**src/rtl/hazard_control_unit_pkg.sv**
```systemverilog
// Shared definitions for the pipeline hazard control unit.
// Holds the FSM state encodings, the forwarding select codes and the hard-wired zero register.
package hazard_control_unit_pkg;

  typedef enum logic [1:0] {
    RUN        = 2'b00,
    LOAD_STALL = 2'b01,
    FLUSH      = 2'b10,
    FREEZE     = 2'b11
  } hazard_state_e;

  localparam logic [1:0] FWD_REG = 2'b00;
  localparam logic [1:0] FWD_MEM = 2'b01;
  localparam logic [1:0] FWD_EX  = 2'b10;

  localparam int REG_ZERO = 0;

endpackage

```
**src/rtl/hazard_control_unit_forwarding_unit.sv**
```systemverilog
// Purely combinational EX-stage operand forwarding selects.
// When both EX/MEM and MEM/WB match, EX/MEM wins because it holds the younger result.
module forwarding_unit
  import hazard_control_unit_pkg::*;
#(
  parameter int RegAddrBits = 5
) (
  input  logic                   EXMEM_RegWrite,
  input  logic [RegAddrBits-1:0] EXMEM_WriteRegister,
  input  logic                   MEMWB_RegWrite,
  input  logic [RegAddrBits-1:0] MEMWB_WriteRegister,
  input  logic [RegAddrBits-1:0] IDEX_Rs,
  input  logic [RegAddrBits-1:0] IDEX_Rt,
  output logic [1:0]             ForwardA,
  output logic [1:0]             ForwardB
);

  logic ex_valid;
  logic mem_valid;

  // Register $0 is hard-wired to zero, so it never forwards.
  assign ex_valid  = EXMEM_RegWrite && (EXMEM_WriteRegister != RegAddrBits'(REG_ZERO));
  assign mem_valid = MEMWB_RegWrite && (MEMWB_WriteRegister != RegAddrBits'(REG_ZERO));

  always_comb begin
    ForwardA = FWD_REG;
    if (ex_valid && (EXMEM_WriteRegister == IDEX_Rs)) begin
      ForwardA = FWD_EX;
    end else if (mem_valid && (MEMWB_WriteRegister == IDEX_Rs)) begin
      ForwardA = FWD_MEM;
    end
  end

  always_comb begin
    ForwardB = FWD_REG;
    if (ex_valid && (EXMEM_WriteRegister == IDEX_Rt)) begin
      ForwardB = FWD_EX;
    end else if (mem_valid && (MEMWB_WriteRegister == IDEX_Rt)) begin
      ForwardB = FWD_MEM;
    end
  end

endmodule

```
**src/rtl/hazard_control_unit.sv**
```systemverilog
// Pipeline sequencer for the 5-stage MIPS core: stalls, flushes, freeze,
// forwarding selects and saturating stall/flush performance counters.
module hazard_control_unit
  import hazard_control_unit_pkg::*;
#(
  parameter int RegAddrBits = 5,
  parameter int CounterBits = 16
) (
  input  logic                   clk,
  input  logic                   reset,
  input  logic [RegAddrBits-1:0] IFID_Rs,
  input  logic [RegAddrBits-1:0] IFID_Rt,
  input  logic                   IFID_UsesRt,
  input  logic                   JumpControl_ID,
  input  logic                   IDEX_MemRead,
  input  logic [RegAddrBits-1:0] IDEX_Rs,
  input  logic [RegAddrBits-1:0] IDEX_Rt,
  input  logic                   BranchTaken_EX,
  input  logic                   EXMEM_RegWrite,
  input  logic [RegAddrBits-1:0] EXMEM_WriteRegister,
  input  logic                   MEMWB_RegWrite,
  input  logic [RegAddrBits-1:0] MEMWB_WriteRegister,
  input  logic                   DataMemBusy,
  input  logic                   ClearCounters,
  output logic                   PCWrite,
  output logic                   IFIDWrite,
  output logic                   IFIDFlush,
  output logic                   IDEXFlush,
  output logic                   PipeEnable,
  output logic [1:0]             ForwardA,
  output logic [1:0]             ForwardB,
  output logic [1:0]             HazardState,
  output logic [CounterBits-1:0] StallCount,
  output logic [CounterBits-1:0] FlushCount
);

  localparam logic [CounterBits-1:0] CountMax = '1;

  hazard_state_e          state_q, state_d;
  logic [CounterBits-1:0] stall_count_q, stall_count_d;
  logic [CounterBits-1:0] flush_count_q, flush_count_d;

  logic       load_use;
  logic       pc_write, ifid_write, ifid_flush, idex_flush, pipe_enable;
  logic       stall_inc, flush_inc;
  logic [1:0] fwd_a, fwd_b;

  forwarding_unit #(
    .RegAddrBits(RegAddrBits)
  ) u_forwarding_unit (
    .EXMEM_RegWrite      (EXMEM_RegWrite),
    .EXMEM_WriteRegister (EXMEM_WriteRegister),
    .MEMWB_RegWrite      (MEMWB_RegWrite),
    .MEMWB_WriteRegister (MEMWB_WriteRegister),
    .IDEX_Rs             (IDEX_Rs),
    .IDEX_Rt             (IDEX_Rt),
    .ForwardA            (fwd_a),
    .ForwardB            (fwd_b)
  );

  // Masked in LOAD_STALL so a given load is stalled at most once.
  assign load_use = IDEX_MemRead
                 && (IDEX_Rt != RegAddrBits'(REG_ZERO))
                 && ((IDEX_Rt == IFID_Rs) || (IFID_UsesRt && (IDEX_Rt == IFID_Rt)))
                 && (state_q != LOAD_STALL);

  always_comb begin
    state_d     = RUN;
    pc_write    = 1'b1;
    ifid_write  = 1'b1;
    ifid_flush  = 1'b0;
    idex_flush  = 1'b0;
    pipe_enable = 1'b1;
    stall_inc   = 1'b0;
    flush_inc   = 1'b0;
    if (DataMemBusy) begin
      pc_write    = 1'b0;
      ifid_write  = 1'b0;
      pipe_enable = 1'b0;
      stall_inc   = 1'b1;
      state_d     = FREEZE;
    end else if (BranchTaken_EX) begin
      ifid_flush = 1'b1;
      idex_flush = 1'b1;
      flush_inc  = 1'b1;
      state_d    = FLUSH;
    end else if (JumpControl_ID) begin
      ifid_flush = 1'b1;
      flush_inc  = 1'b1;
      state_d    = FLUSH;
    end else if (load_use) begin
      pc_write   = 1'b0;
      ifid_write = 1'b0;
      idex_flush = 1'b1;
      stall_inc  = 1'b1;
      state_d    = LOAD_STALL;
    end
  end

  always_comb begin
    stall_count_d = stall_count_q;
    flush_count_d = flush_count_q;
    if (ClearCounters) begin
      stall_count_d = '0;
      flush_count_d = '0;
    end else begin
      if (stall_inc && (stall_count_q != CountMax)) begin
        stall_count_d = stall_count_q + CounterBits'(1);
      end
      if (flush_inc && (flush_count_q != CountMax)) begin
        flush_count_d = flush_count_q + CounterBits'(1);
      end
    end
  end

  always_ff @(posedge clk or negedge reset) begin
    if (!reset) begin
      state_q       <= RUN;
      stall_count_q <= '0;
      flush_count_q <= '0;
    end else begin
      state_q       <= state_d;
      stall_count_q <= stall_count_d;
      flush_count_q <= flush_count_d;
    end
  end

  // Reset holds the pipeline still and fills it with bubbles.
  assign PCWrite     = reset && pc_write;
  assign IFIDWrite   = reset && ifid_write;
  assign IFIDFlush   = !reset || ifid_flush;
  assign IDEXFlush   = !reset || idex_flush;
  assign PipeEnable  = reset && pipe_enable;
  assign ForwardA    = reset ? fwd_a : FWD_REG;
  assign ForwardB    = reset ? fwd_b : FWD_REG;
  assign HazardState = state_q;
  assign StallCount  = stall_count_q;
  assign FlushCount  = flush_count_q;

endmodule

```
**config.mk**
```make
export PLATFORM = sky130hd
export DESIGN_NAME = hazard_control_unit
export DESIGN_NICKNAME = d
export VERILOG_FILES = /design/src/rtl/hazard_control_unit_pkg.sv /design/src/rtl/hazard_control_unit_forwarding_unit.sv /design/src/rtl/hazard_control_unit.sv
export SDC_FILE = /design/constraint.sdc
export NUM_CORES = 1
export LEC_CHECK = 0
export ABC_CLOCK_PERIOD_IN_PS = 2740
export CAP_MARGIN = 20
export CORE_MARGIN = 1
export CORE_UTILIZATION = 44
export CTS_CLUSTER_SIZE = 25
export DETAILED_ROUTE_END_ITERATION = 10
export PLACE_DENSITY = 0.8
export REMOVE_ABC_BUFFERS = 1
export SLEW_MARGIN = 20
export SYNTH_ARGS = -nofsm -noshare
export SYNTH_HDL_FRONTEND = slang
export SYNTH_SLANG_ARGS = --single-unit
```
**constraint.sdc**
```tcl
create_clock -name clk -period 2.74 [get_ports clk]
set_clock_uncertainty 0.1 [all_clocks]
set_input_delay 0.274 -clock clk [delete_from_list [all_inputs] [get_ports clk]]
set_output_delay 0.274 -clock clk [all_outputs]
set_load 0.02 [all_outputs]
```
==> results.md <==
* Area contributors post-synth: dfrtp_1 (39%), xor2_1 (14%), or4_1 (4.8%), nor2_1 (4.3%), nand3_1 (3.7%)
* Main synth FF type: dfrtp_1
* Pwr per Cell Area at 342 nW/um^2
* Max Cap Viol at 0
* Rel. slew slack at 0.549
* Die Ht at about 73 um
* Synthesized flop and latch total at 34
* Clk buf depth at 2
* DR iter-0 viols at 58
* Cell Int Power at 0.829 mW
* Post-route cell area at 3290 um^2
* Core footprint at 4750 um^2
* Final Max Slew Viols at 0
* Tightest Pin Transition at between 0.6 and 0.7 ns
* Clock sink count at 34
* Mapped cell area at roughly 2200 um^2
* CTS H-tree depth at 2
* Fin crit share at 0.970
* Setup repair bufs after CTS at 0
* Post-synth top area cell: dfrtp_1
* Post-synth EDFFs at 0
* Worst-Skew Late Latency at 0.29 ns
* Largest net degree at the start of global routing at 41
* DP HPWL at 4430 um
* DRT Wirelength at 5870 um
* TritonRoute pass-1 iters at 4
* Final Hold Vio Count at 22
* CP required at 2.37 ns
* Switching part of the total at 0.264
* Vias in the first global route at 2116
* Multi-input logic area at 1260 um^2
* R2R setup slack at 0.54 ns
* Worst r2r src: StallCount[0]
* CP Capture Type: output port
* First-pass GRT wire length at around 9600 um
* Final Hold Slack at -0.00756 ns
* Failing checks: hold timing
* Minimum clock period at 2.66 ns
* Initial core utilization at 0.460
* Yosys warnings at 0
* Vias post-DR at ~2200
* Sequential share of power at 0.458
* Cell total after placement at 401
* Yosys top cell area share at 0.389
* Fin util at 0.692
* Nets at 383
* # hold bufs at CTS at 0
* Post-DRT Antenna Nets at 0
* Comb power frac at 0.195
* Number of CTS-inserted buffers at 5
* GRT Overall Usage at 0.233
* Post-Synthesis Cells at 245
* FF-to-FF End: StallCount[6]
* Num rows at 25
* Worst EP arrival at 2.28 ns
* R2R cell count at 7
* CTS clk-pin slew, worst paths at 0.07 ns
* Clk root buf: clkbuf_8
* Worst Hold Class: input port to asynchronous set/reset pin
* Placed Area at 3190 um^2
* # DRC at 0
* Clock network power share at 0.347
* Fin cells at about 410
* Worst setup path class: input port to output port
* Final setup viols at 0
* TritonCTS clock tree: yes
* Placer congestion estimate at 0.797
* Antenna diodes at 0
* PortBufs at 82
* Routed vias/inst at around 5.4
* Yosys cell types at 39
* Asr flop ratio synth at 1.00
* Seq/Total Area, Yosys at 0.389
* Maximum VDD drop at 0.237 mV
* Top achievable clock speed at 0.376 GHz
* Synthesized area per cell at 8.93 um^2
* Fillers at 420
* Die W at a little over 70 um
* Syn-to-layout area delta at 50.4%
* WL per Instance at 14.3 um
* Initial antenna violation count at 0
* Leakage power at around 1.3 nW
* Die area at 5260 um^2
* Outcome: finished, violations left
* Share of layout cells above drive strength 1 at 0.0965
* Top Ports at 83
* RSZ-0062 raised after global routing: true
* Psw at 0.298 mW
* Critical Path Start Type: input port
* FF/Latch Area at between 800 and 900 um^2
* Critical Path Fanout Max at 3
* Pwr Total at 1.13 mW
* Grt total ovfl at 0
[cell type report]
type | instances | share of cell area
Tap cell | 67 | 0.0255
Multi-Input combinational cell | 192 | 0.382
Clock buffer | 6 | 0.0251
Inverter | 5 | 0.00570
Sequential cell | 34 | 0.258
Clock inverter | 2 | 0.00380
Timing Repair Buffer | 103 | 0.300
[cells in the final DEF (no fill, tap or decap), drive strengths merged, types with 2 or more instances in the layout]
| cell type | n |
|---|---|
| a21oi | 15 |
| and2 | 3 |
| and3 | 4 |
| buf | 22 |
| clkbuf | 6 |
| clkdlybuf4s15 | 3 |
| clkdlybuf4s50 | 76 |
| dfrtp | 34 |
| ha | 2 |
| inv | 5 |
| nand2 | 15 |
| nand2b | 2 |
| nand3 | 16 |
| nand4 | 6 |
| nor2 | 25 |
| nor2b | 2 |
| nor3 | 4 |
| nor4 | 7 |
| o21ai | 5 |
| o311ai | 2 |
| o31ai | 8 |
| o41ai | 4 |
| or3 | 2 |
| or4 | 14 |
| xnor2 | 9 |
| xor2 | 35 |
[how the worst max path moves through the flow]
| stage | start | to | slack (ns) | cells past startpoint |
|---|---|---|---|---|
| finish | IDEX_Rt[4] | ForwardB[1] | 0.08 | 7 |
| global route | IDEX_Rt[4] | ForwardB[1] | -0.01 | 7 |
| CTS | IDEX_Rt[2] | IDEXFlush | 0.01 | 9 |
| detailed placement | IDEX_Rt[2] | StallCount[10] | -0.16 | 9 |
| global placement | IDEX_Rt[2] | PCWrite | -0.12 | 6 |
| floorplan | IDEX_Rt[0] | IFIDWrite | 0.31 | 4 |
[synthesized netlist by cell type (2+ instances only)]
cell type  number
or4_1          14
or3_1           2
inv_1           5
ha_1            2
dfrtp_1        34
o31ai_1         8
nor3_1          4
nand3_1        16
nand2b_1        2
nand2_1        15
buf_2           4
nor2_1         25
and2_1          3
nor4_1          7
o41ai_1         4
nand4_1         6
o21ai_0         4
xor2_1         35
clkbuf_1        8
a21oi_1        15
xnor2_1         9
o311ai_0        2
and3_1          4
nor2b_1         2
[stage by stage]
stage	hold WS (ns)	setup WS, ns	TNS, ns
after floorplan	-0.122	0.306	0
after global placement	0.311	-0.120	-0.568
after detailed placement	0.321	-0.160	-1.20
after CTS	0.00344	0.0106	0
after global routing	0.0368	-0.0121	-0.0121
final	-0.00756	0.0816	0
[power by group through the flow]
stage                     Clock [mW]  Combinational, mW  Sequential, mW
final                          0.391              0.219           0.516
after global routing           0.418              0.239           0.516
after CTS                      0.401              0.221           0.516
after detailed placement           0              0.222           0.525
after global placement             0              0.219           0.525
after floorplan                    0             0.0670           0.532
[cell families (layout without fill, tap and decap cells)]
logic type      Yosys count  in the layout  synth area share
fa+ha+maj                 2              2            0.0114
mux                       2              2           0.00972
compound gates           41             41             0.125
simple gates            103            103             0.249
xor+xnor                 44             44             0.176
flops                    34             34             0.389
buf+inv                  19            116            0.0400
[per-layer routing]
layer / share of wire / track usage / routed length, um
met5: 0 / 0 / 0
met2: 0.47 / 0.395 / 2740
met3: 0.073 / 0.0472 / 427
met1: 0.45 / 0.294 / 2610
met4: 0.015 / 0.0850 / 86
[what timing repair did]
action | CTS | global route
setup endpoints to repair | 4 | 6
gates cloned | 0 | 0
gates resized for setup | 4 | 5
[state kept, by name, indices dropped and copies added (netlist names)]
signal       cells
FlushCount      16
HazardState      2
StallCount      16
[critical path: stages]
cell             delay [ns]
clkdlybuf4s50_1        0.56
buf_4                  0.17
xnor2_1                0.11
nand3_1                0.09
nor4_1                 0.32
and2_1                 0.17
clkdlybuf4s50_1        0.59
(Power assumes the default switching activity.)
